File: config.mk
export PLATFORM = sky130hd
export DESIGN_NAME = hazard_unit_flat
export DESIGN_NICKNAME = d
export VERILOG_FILES = /design/src/rtl/hazard_unit_if.sv /design/src/rtl/hazard_unit.sv /design/src/flat_wrapper.sv
export SDC_FILE = /design/constraint.sdc
export NUM_CORES = 1
export LEC_CHECK = 0
export CAP_MARGIN = 20
export CELL_PAD_IN_SITES_DETAIL_PLACEMENT = 1
export CELL_PAD_IN_SITES_GLOBAL_PLACEMENT = 2
export CORE_MARGIN = 2
export CORE_UTILIZATION = 24
export CTS_CLUSTER_DIAMETER = 60
export CTS_CLUSTER_SIZE = 12
export DETAILED_ROUTE_END_ITERATION = 10
export PLACE_DENSITY_LB_ADDON = 0.1
export SLEW_MARGIN = 20
export SYNTH_ARGS = -nofsm -noshare
export SYNTH_HDL_FRONTEND = slang
export SYNTH_SLANG_ARGS = --single-unit
File: constraint.sdc
create_clock -name CLK -period 1.9 [get_ports CLK]
set_input_delay 0.38 -clock CLK [delete_from_list [all_inputs] [get_ports CLK]]
set_output_delay 0.38 -clock CLK [all_outputs]
set_load 0.1 [all_outputs]
File: src/rtl/hazard_unit_if.sv
// Pipeline <-> hazard unit signal bundle: hazard sources in, stage enables/flushes out.
// stall_cnt exists only when HAZARD_PERF_CNT_EN is defined.
interface hazard_unit_if;
  logic [4:0]  id_rs;
  logic [4:0]  id_rt;
  logic [4:0]  ex_rt;
  logic        ex_memRd;
  logic        ex_branch_taken;
  logic        ihit;
  logic        dmem_req;
  logic        dhit;
  logic        halt_in;

  logic        pc_en;
  logic        ifid_en;
  logic        idex_en;
  logic        exmem_en;
  logic        memwb_en;
  logic        ifid_flush;
  logic        idex_flush;
  logic        memwb_flush;
  logic        halted;
  logic        dmem_timeout;

`ifdef HAZARD_PERF_CNT_EN
  logic [15:0] stall_cnt;

  modport master (
    output id_rs, id_rt, ex_rt, ex_memRd, ex_branch_taken, ihit, dmem_req, dhit, halt_in,
    input  pc_en, ifid_en, idex_en, exmem_en, memwb_en,
    input  ifid_flush, idex_flush, memwb_flush, halted, dmem_timeout, stall_cnt
  );

  modport slave (
    input  id_rs, id_rt, ex_rt, ex_memRd, ex_branch_taken, ihit, dmem_req, dhit, halt_in,
    output pc_en, ifid_en, idex_en, exmem_en, memwb_en,
    output ifid_flush, idex_flush, memwb_flush, halted, dmem_timeout, stall_cnt
  );
`else
  modport master (
    output id_rs, id_rt, ex_rt, ex_memRd, ex_branch_taken, ihit, dmem_req, dhit, halt_in,
    input  pc_en, ifid_en, idex_en, exmem_en, memwb_en,
    input  ifid_flush, idex_flush, memwb_flush, halted, dmem_timeout
  );

  modport slave (
    input  id_rs, id_rt, ex_rt, ex_memRd, ex_branch_taken, ihit, dmem_req, dhit, halt_in,
    output pc_en, ifid_en, idex_en, exmem_en, memwb_en,
    output ifid_flush, idex_flush, memwb_flush, halted, dmem_timeout
  );
`endif
endinterface

File: src/rtl/hazard_unit.sv
// Pipeline hazard unit: stall/flush control, data-memory wait watchdog and sticky halt.
// Optional stall cycle counter enabled by defining HAZARD_PERF_CNT_EN.
//
// state  | meaning
// RUN    | normal issue; halt/data-wait/branch/load-use/ifetch resolved by priority
// DWAIT  | pipeline frozen until data memory completes the MEM access
// HALTED | everything disabled until reset
module hazard_unit (
  input  logic         CLK,
  input  logic         nRST,
  hazard_unit_if.slave hz
);

  typedef enum logic [1:0] {
    RUN    = 2'd0,
    DWAIT  = 2'd1,
    HALTED = 2'd2
  } state_t;

  state_t     state_q, state_d;
  logic [7:0] wait_cnt_q, wait_cnt_d;
  logic       timeout_q, timeout_d;

  logic pc_en, ifid_en, idex_en, exmem_en, memwb_en;
  logic ifid_flush, idex_flush, memwb_flush;
  logic load_use, data_wait;

  assign load_use  = hz.ex_memRd && (hz.ex_rt != 5'd0) &&
                     ((hz.ex_rt == hz.id_rs) || (hz.ex_rt == hz.id_rt));
  assign data_wait = hz.dmem_req && !hz.dhit;

  always_ff @(posedge CLK or negedge nRST) begin
    if (!nRST) begin
      state_q    <= RUN;
      wait_cnt_q <= 8'd0;
      timeout_q  <= 1'b0;
    end else begin
      state_q    <= state_d;
      wait_cnt_q <= wait_cnt_d;
      timeout_q  <= timeout_d;
    end
  end

  always_comb begin
    state_d     = state_q;
    wait_cnt_d  = 8'd0;
    pc_en       = 1'b0;
    ifid_en     = 1'b0;
    idex_en     = 1'b0;
    exmem_en    = 1'b0;
    memwb_en    = 1'b0;
    ifid_flush  = 1'b0;
    idex_flush  = 1'b0;
    memwb_flush = 1'b0;

    case (state_q)
      RUN: begin
        if (hz.halt_in) begin
          state_d = HALTED;
        end else if (data_wait) begin
          // Freeze the front of the pipe and push a bubble into MEM/WB;
          // this cycle already counts as the first wait cycle.
          memwb_en    = 1'b1;
          memwb_flush = 1'b1;
          wait_cnt_d  = 8'd1;
          state_d     = DWAIT;
        end else begin
          pc_en    = 1'b1;
          ifid_en  = 1'b1;
          idex_en  = 1'b1;
          exmem_en = 1'b1;
          memwb_en = 1'b1;
          if (hz.ex_branch_taken) begin
            ifid_flush = 1'b1;
            idex_flush = 1'b1;
          end else if (load_use) begin
            pc_en      = 1'b0;
            ifid_en    = 1'b0;
            idex_flush = 1'b1;
          end else if (!hz.ihit) begin
            pc_en      = 1'b0;
            ifid_flush = 1'b1;
          end
        end
      end

      DWAIT: begin
        if (hz.dhit) begin
          pc_en    = 1'b1;
          ifid_en  = 1'b1;
          idex_en  = 1'b1;
          exmem_en = 1'b1;
          memwb_en = 1'b1;
          state_d  = RUN;
        end else begin
          memwb_en    = 1'b1;
          memwb_flush = 1'b1;
          wait_cnt_d  = (wait_cnt_q == 8'hFF) ? wait_cnt_q : wait_cnt_q + 8'd1;
        end
      end

      HALTED: begin
        state_d = HALTED;
      end

      default: begin
        state_d = RUN;
      end
    endcase

    // Outputs are combinational, so reset must also silence them directly.
    if (!nRST) begin
      pc_en       = 1'b0;
      ifid_en     = 1'b0;
      idex_en     = 1'b0;
      exmem_en    = 1'b0;
      memwb_en    = 1'b0;
      ifid_flush  = 1'b0;
      idex_flush  = 1'b0;
      memwb_flush = 1'b0;
    end
  end

  assign timeout_d = timeout_q || (wait_cnt_d == 8'hFF);

  assign hz.pc_en        = pc_en;
  assign hz.ifid_en      = ifid_en;
  assign hz.idex_en      = idex_en;
  assign hz.exmem_en     = exmem_en;
  assign hz.memwb_en     = memwb_en;
  assign hz.ifid_flush   = ifid_flush;
  assign hz.idex_flush   = idex_flush;
  assign hz.memwb_flush  = memwb_flush;
  assign hz.halted       = (state_q == HALTED);
  assign hz.dmem_timeout = timeout_q;

`ifdef HAZARD_PERF_CNT_EN
  logic [15:0] stall_cnt_q, stall_cnt_d;

  always_comb begin
    stall_cnt_d = stall_cnt_q;
    if ((state_q != HALTED) && !pc_en && (stall_cnt_q != 16'hFFFF)) begin
      stall_cnt_d = stall_cnt_q + 16'd1;
    end
  end

  always_ff @(posedge CLK or negedge nRST) begin
    if (!nRST) begin
      stall_cnt_q <= 16'd0;
    end else begin
      stall_cnt_q <= stall_cnt_d;
    end
  end

  assign hz.stall_cnt = stall_cnt_q;
`endif

endmodule

File: src/flat_wrapper.sv
// flat-port wrapper written by rule: the top's interface ports become plain ports
module hazard_unit_flat 
  (CLK, nRST, hz_id_rs, hz_id_rt, hz_ex_rt, hz_ex_memRd, hz_ex_branch_taken, hz_ihit, hz_dmem_req, hz_dhit, hz_halt_in, hz_pc_en, hz_ifid_en, hz_idex_en, hz_exmem_en, hz_memwb_en, hz_ifid_flush, hz_idex_flush, hz_memwb_flush, hz_halted, hz_dmem_timeout);
  hazard_unit_if hz_i ();
  input  logic CLK;
  input  logic nRST;
  input wire logic [$bits(hz_i.id_rs)-1:0] hz_id_rs;
  input wire logic [$bits(hz_i.id_rt)-1:0] hz_id_rt;
  input wire logic [$bits(hz_i.ex_rt)-1:0] hz_ex_rt;
  input wire logic [$bits(hz_i.ex_memRd)-1:0] hz_ex_memRd;
  input wire logic [$bits(hz_i.ex_branch_taken)-1:0] hz_ex_branch_taken;
  input wire logic [$bits(hz_i.ihit)-1:0] hz_ihit;
  input wire logic [$bits(hz_i.dmem_req)-1:0] hz_dmem_req;
  input wire logic [$bits(hz_i.dhit)-1:0] hz_dhit;
  input wire logic [$bits(hz_i.halt_in)-1:0] hz_halt_in;
  output wire logic [$bits(hz_i.pc_en)-1:0] hz_pc_en;
  output wire logic [$bits(hz_i.ifid_en)-1:0] hz_ifid_en;
  output wire logic [$bits(hz_i.idex_en)-1:0] hz_idex_en;
  output wire logic [$bits(hz_i.exmem_en)-1:0] hz_exmem_en;
  output wire logic [$bits(hz_i.memwb_en)-1:0] hz_memwb_en;
  output wire logic [$bits(hz_i.ifid_flush)-1:0] hz_ifid_flush;
  output wire logic [$bits(hz_i.idex_flush)-1:0] hz_idex_flush;
  output wire logic [$bits(hz_i.memwb_flush)-1:0] hz_memwb_flush;
  output wire logic [$bits(hz_i.halted)-1:0] hz_halted;
  output wire logic [$bits(hz_i.dmem_timeout)-1:0] hz_dmem_timeout;
  assign hz_i.id_rs = hz_id_rs;
  assign hz_i.id_rt = hz_id_rt;
  assign hz_i.ex_rt = hz_ex_rt;
  assign hz_i.ex_memRd = hz_ex_memRd;
  assign hz_i.ex_branch_taken = hz_ex_branch_taken;
  assign hz_i.ihit = hz_ihit;
  assign hz_i.dmem_req = hz_dmem_req;
  assign hz_i.dhit = hz_dhit;
  assign hz_i.halt_in = hz_halt_in;
  assign hz_pc_en = hz_i.pc_en;
  assign hz_ifid_en = hz_i.ifid_en;
  assign hz_idex_en = hz_i.idex_en;
  assign hz_exmem_en = hz_i.exmem_en;
  assign hz_memwb_en = hz_i.memwb_en;
  assign hz_ifid_flush = hz_i.ifid_flush;
  assign hz_idex_flush = hz_i.idex_flush;
  assign hz_memwb_flush = hz_i.memwb_flush;
  assign hz_halted = hz_i.halted;
  assign hz_dmem_timeout = hz_i.dmem_timeout;
  hazard_unit u_core (.CLK(CLK), .nRST(nRST), .hz(hz_i));
endmodule
==> impl_metrics.prom <==
# TYPE chip_impl_metric gauge
chip_impl_metric{name="maxSlewViolCount",unit=""} 0
chip_impl_metric{name="finalCritPeriodShare",unit=""} 1.08
chip_impl_metric{name="layout.nets",unit=""} 187
chip_impl_metric{name="global_route.usage.total",unit=""} 0.162
chip_impl_info{name="synth_top_family_by_area",value="simple AND/OR/NAND/NOR gates"} 1
chip_impl_info{name="hold_path.class",value="in2async"} 1
chip_impl_metric{name="max_freq",unit="MHz"} 487
chip_impl_info{name="timing.setup.critical_path_class",value="in2out"} 1
chip_impl_metric{name="clock_sinks",unit=""} 11
chip_impl_metric{name="dpl.hpwl",unit="mm"} 2.38
chip_impl_info{name="rsz0062_at_grt",value="true"} 1
chip_impl_metric{name="mean_instance_size_in_the_synthesized_netlist",unit="um2"} 8.66
chip_impl_metric{name="max_cap_violations",unit=""} 0
chip_impl_metric{name="grt_pass1_vias",unit=""} 1091
chip_impl_metric{name="mappedNetlistArea",unit="um2"} 866
chip_impl_metric{name="chipWidth",unit="um"} 64.1
chip_impl_metric{name="synth_top_area_share",unit=""} 0.318
chip_impl_info{name="clock_tree_from_tritoncts",value="built"} 1
chip_impl_metric{name="grt_max_degree",unit=""} 13
chip_impl_info{name="violations_in_the_final_reports",value="setup timing"} 1
chip_impl_metric{name="worst_slew_margin_rel",unit=""} 0.788
chip_impl_info{name="synth_top_cells_by_area",value="sky130_fd_sc_hd__dfrtp_1, sky130_fd_sc_hd__xor2_1, sky130_fd_sc_hd__a21oi_1"} 1
chip_impl_metric{name="starting_density_of_the_core",unit=""} 0.255
chip_impl_metric{name="setup_ws",unit="ns"} -0.152
chip_impl_metric{name="synth-seq-cells",unit=""} 11
chip_impl_metric{name="vdd.ir_drop.worst",unit="uV"} 247
chip_impl_metric{name="share_of_synthesized_cell_area_in_and_or_nand_and_nor_gates",unit=""} 0.289
chip_impl_metric{name="wl_met1",unit="mm"} 1.25
chip_impl_metric{name="multi_input_area",unit="um2"} 697
chip_impl_metric{name="fin_worst_skew",unit="ns"} 0.00376
chip_impl_metric{name="die_y",unit="um"} 64.1
chip_impl_metric{name="synth.mux.area_fraction",unit=""} 0.0116
chip_impl_metric{name="critical_path_peak_fanout",unit=""} 3
chip_impl_metric{name="worst_tran_pin_value",unit="ns"} 0.317
chip_impl_metric{name="synthAdderAreaFrac",unit=""} 0.0145
chip_impl_metric{name="netlist-cell-type-count",unit=""} 39
chip_impl_metric{name="htree_num_levels",unit=""} 1
chip_impl_metric{name="hold_buffers",unit=""} 0
chip_impl_metric{name="crit_arrival",unit="ns"} 1.67
chip_impl_metric{name="synth_cells",unit=""} 100
chip_impl_metric{name="timing.final.hold_violations",unit=""} 0
chip_impl_metric{name="preCtsSetupSlack",unit="ns"} -0.587
chip_impl_info{name="setup.worst_path.start_class",value="primary input"} 1
chip_impl_info{name="synth_flop_cell",value="sky130_fd_sc_hd__dfrtp_1"} 1
chip_impl_metric{name="regArea",unit="um2"} 275
chip_impl_metric{name="grt_overflow",unit=""} 0
chip_impl_info{name="synth_largest_area_cell",value="sky130_fd_sc_hd__dfrtp_1"} 1
chip_impl_metric{name="io-pin-count",unit=""} 33
chip_impl_metric{name="detail_route.vias_per_cell",unit=""} 4.82
chip_impl_metric{name="power.density_cell_area",unit="nW/um2"} 303
chip_impl_metric{name="fp.dieArea",unit="um2"} 4100
chip_impl_metric{name="tritoncts.num_buffers",unit=""} 3
chip_impl_metric{name="synth_enable_flop_cells",unit=""} 0
chip_impl_metric{name="drt.antenna.violating_nets",unit=""} 0
chip_impl_metric{name="drc",unit=""} 0
chip_impl_metric{name="post_synth_xor_area_fraction",unit=""} 0.111
chip_impl_metric{name="synth-compound-area-share",unit=""} 0.211
chip_impl_metric{name="timing.setup.tns",unit="ns"} -0.644
chip_impl_metric{name="wl_met3",unit="um"} 125
chip_impl_metric{name="routed-via-count",unit=""} 1002
chip_impl_metric{name="drive_gt1_frac",unit=""} 0.481
chip_impl_metric{name="timing.reg2reg.setup_slack",unit="ns"} 0.07
chip_impl_info{name="final_common_cell",value="sky130_fd_sc_hd__buf_4"} 1
chip_impl_metric{name="synth-seq-area-share",unit=""} 0.318
chip_impl_metric{name="net_count_after_synthesis",unit=""} 124
chip_impl_info{name="cts_root_buffer",value="sky130_fd_sc_hd__clkbuf_4"} 1
chip_impl_metric{name="antenna-diode-count",unit=""} 0
chip_impl_metric{name="drt_pre_antenna_iters",unit=""} 4
chip_impl_info{name="endpoint_kind",value="output port"} 1
chip_impl_info{name="layout.cells.most_common_list",value="sky130_fd_sc_hd__buf_4, sky130_fd_sc_hd__dfrtp_1, sky130_fd_sc_hd__xor2_1, sky130_fd_sc_hd__dlygate4sd2_1, sky130_fd_sc_hd__buf_12"} 1
chip_impl_info{name="status",value="finished with violations"} 1
chip_impl_metric{name="yosysWarnings",unit=""} 0
chip_impl_metric{name="total_power",unit="mW"} 0.519
chip_impl_metric{name="asyncSetResetFlopFracSynth",unit=""} 1.00
chip_impl_metric{name="drt-initial-drc-count",unit=""} 15
chip_impl_metric{name="avgRoutedWirePerCell",unit="um"} 14.8
chip_impl_metric{name="rows",unit=""} 21
chip_impl_metric{name="met2_length",unit="mm"} 1.68
chip_impl_metric{name="syn_to_final_growth",unit="%"} 97.7
chip_impl_metric{name="layout_min_cycle_time",unit="ns"} 2.05
chip_impl_metric{name="clock_tree.buffer_depth",unit=""} 2
chip_impl_metric{name="path_clk_slew",unit="ns"} 0.08
chip_impl_metric{name="grt_first_pass_wirelength",unit="mm"} 5.11
chip_impl_metric{name="routed_wl",unit="mm"} 3.08
chip_impl_metric{name="core",unit="um2"} 3390
chip_impl_metric{name="worst_ep_required_time",unit="ns"} 1.52
chip_impl_metric{name="clock_latency",unit="ns"} 0.28
chip_impl_metric{name="port_buffers",unit=""} 32
chip_impl_metric{name="routability_congestion_estimate",unit=""} 0.795
chip_impl_metric{name="setup_violations",unit=""} 5
chip_impl_metric{name="antenna_found_initial",unit=""} 0
chip_impl_metric{name="fillers",unit=""} 380
chip_impl_metric{name="leakagePower",unit="nW"} 0.779
chip_impl_info{name="top_layer_reached_by_signal_wires",value="met4"} 1
-- sequential cells by signal, summed over array words and instances (netlist names) --
register / count
u_core.wait_cnt_q: 8
u_core.state_q: 2
u_core.hz.dmem_timeout: 1
-- report_power, final --
group | total, mW | leakage [nW] | internal, mW | switching (mW)
clock network | 0.172 | 0.0150 | 0.0814 | 0.0904
logic | 0.114 | 0.616 | 0.0610 | 0.0526
registers | 0.234 | 0.149 | 0.234 | 0.000000000412
-- cell usage after synthesis (all sizes together) (3+ instances only) --
master   n
nor2    10
buf      3
a21oi    8
o21bai   3
o21ai    6
a31oi    4
dfrtp   11
nand2    5
nor3     4
or2      3
and3     3
nand2b   3
inv      4
xor2    10
-- per-stage QoR --
stage | instance area (um2) | hold slack (ns) | instances | utilization
floorplan | 955 | 0.0844 | 100 | -
global placement | 1560 | 0.521 | 197 | 0.461
detailed placement | 1560 | 0.520 | 197 | 0.461
CTS | 1650 | 0.494 | 206 | 0.488
global route | 1710 | 0.524 | 208 | 0.505
finish | 1710 | 0.509 | 208 | 0.505
-- path summary, 6_finish.rpt --
kind / start / endpoint / cells past startpoint
worst max-delay path: hz_ex_rt[3] / hz_idex_flush / 6
worst min register to register: u_core.hz.dmem_timeout$_DFF_PN0_ / u_core.hz.dmem_timeout$_DFF_PN0_ / 1
worst max register to register: u_core.state_q[1]$_DFFE_PN0P_ / u_core.hz.dmem_timeout$_DFF_PN0_ / 7
max in group asynchronous: nRST / u_core.wait_cnt_q[1]$_DFF_PN0_ / 2
worst min-delay path: nRST / u_core.wait_cnt_q[4]$_DFF_PN0_ / 2
min in group CLK: u_core.hz.dmem_timeout$_DFF_PN0_ / u_core.hz.dmem_timeout$_DFF_PN0_ / 1
-- worst max-delay path, cell delays in order --
cell and delay (ns):
sky130_fd_sc_hd__buf_6 0.09, sky130_fd_sc_hd__or4_4 0.54, sky130_fd_sc_hd__o21ai_4 0.19, sky130_fd_sc_hd__nor2_2 0.09, sky130_fd_sc_hd__o21ba_4 0.22, sky130_fd_sc_hd__buf_12 0.16
-- routing by layer --
layer | global-route usage | vias to the layer above
met5 | 0 | -
met4 | 0.0245 | 0
met3 | 0.0458 | 2
met2 | 0.316 | 20
met1 | 0.172 | 490
li1 | - | 490
-- kinds of logic after synthesis --
kind of cell	after synthesis
compound gates	28
xor+xnor	11
fa+ha+maj	1
buf+inv	7
flops	11
mux	1
simple gates	41
-- final cells by class --
| type | instances | share of cell area |
|---|---|---|
| Clock buffer | 4 | 0.0154 |
| Sequential cell | 11 | 0.161 |
| Inverter | 4 | 0.0132 |
| Tap cell | 46 | 0.0336 |
| Multi-Input combinational cell | 82 | 0.407 |
| Timing Repair Buffer | 61 | 0.370 |
-- what timing repair did --
item,4_1_cts,5_1_grt
pin swaps,17,14
setup buffers,5,2
gates resized for setup,43,15
setup endpoints to repair,7,8
Note: power is estimated with default switching activity, not from simulation.
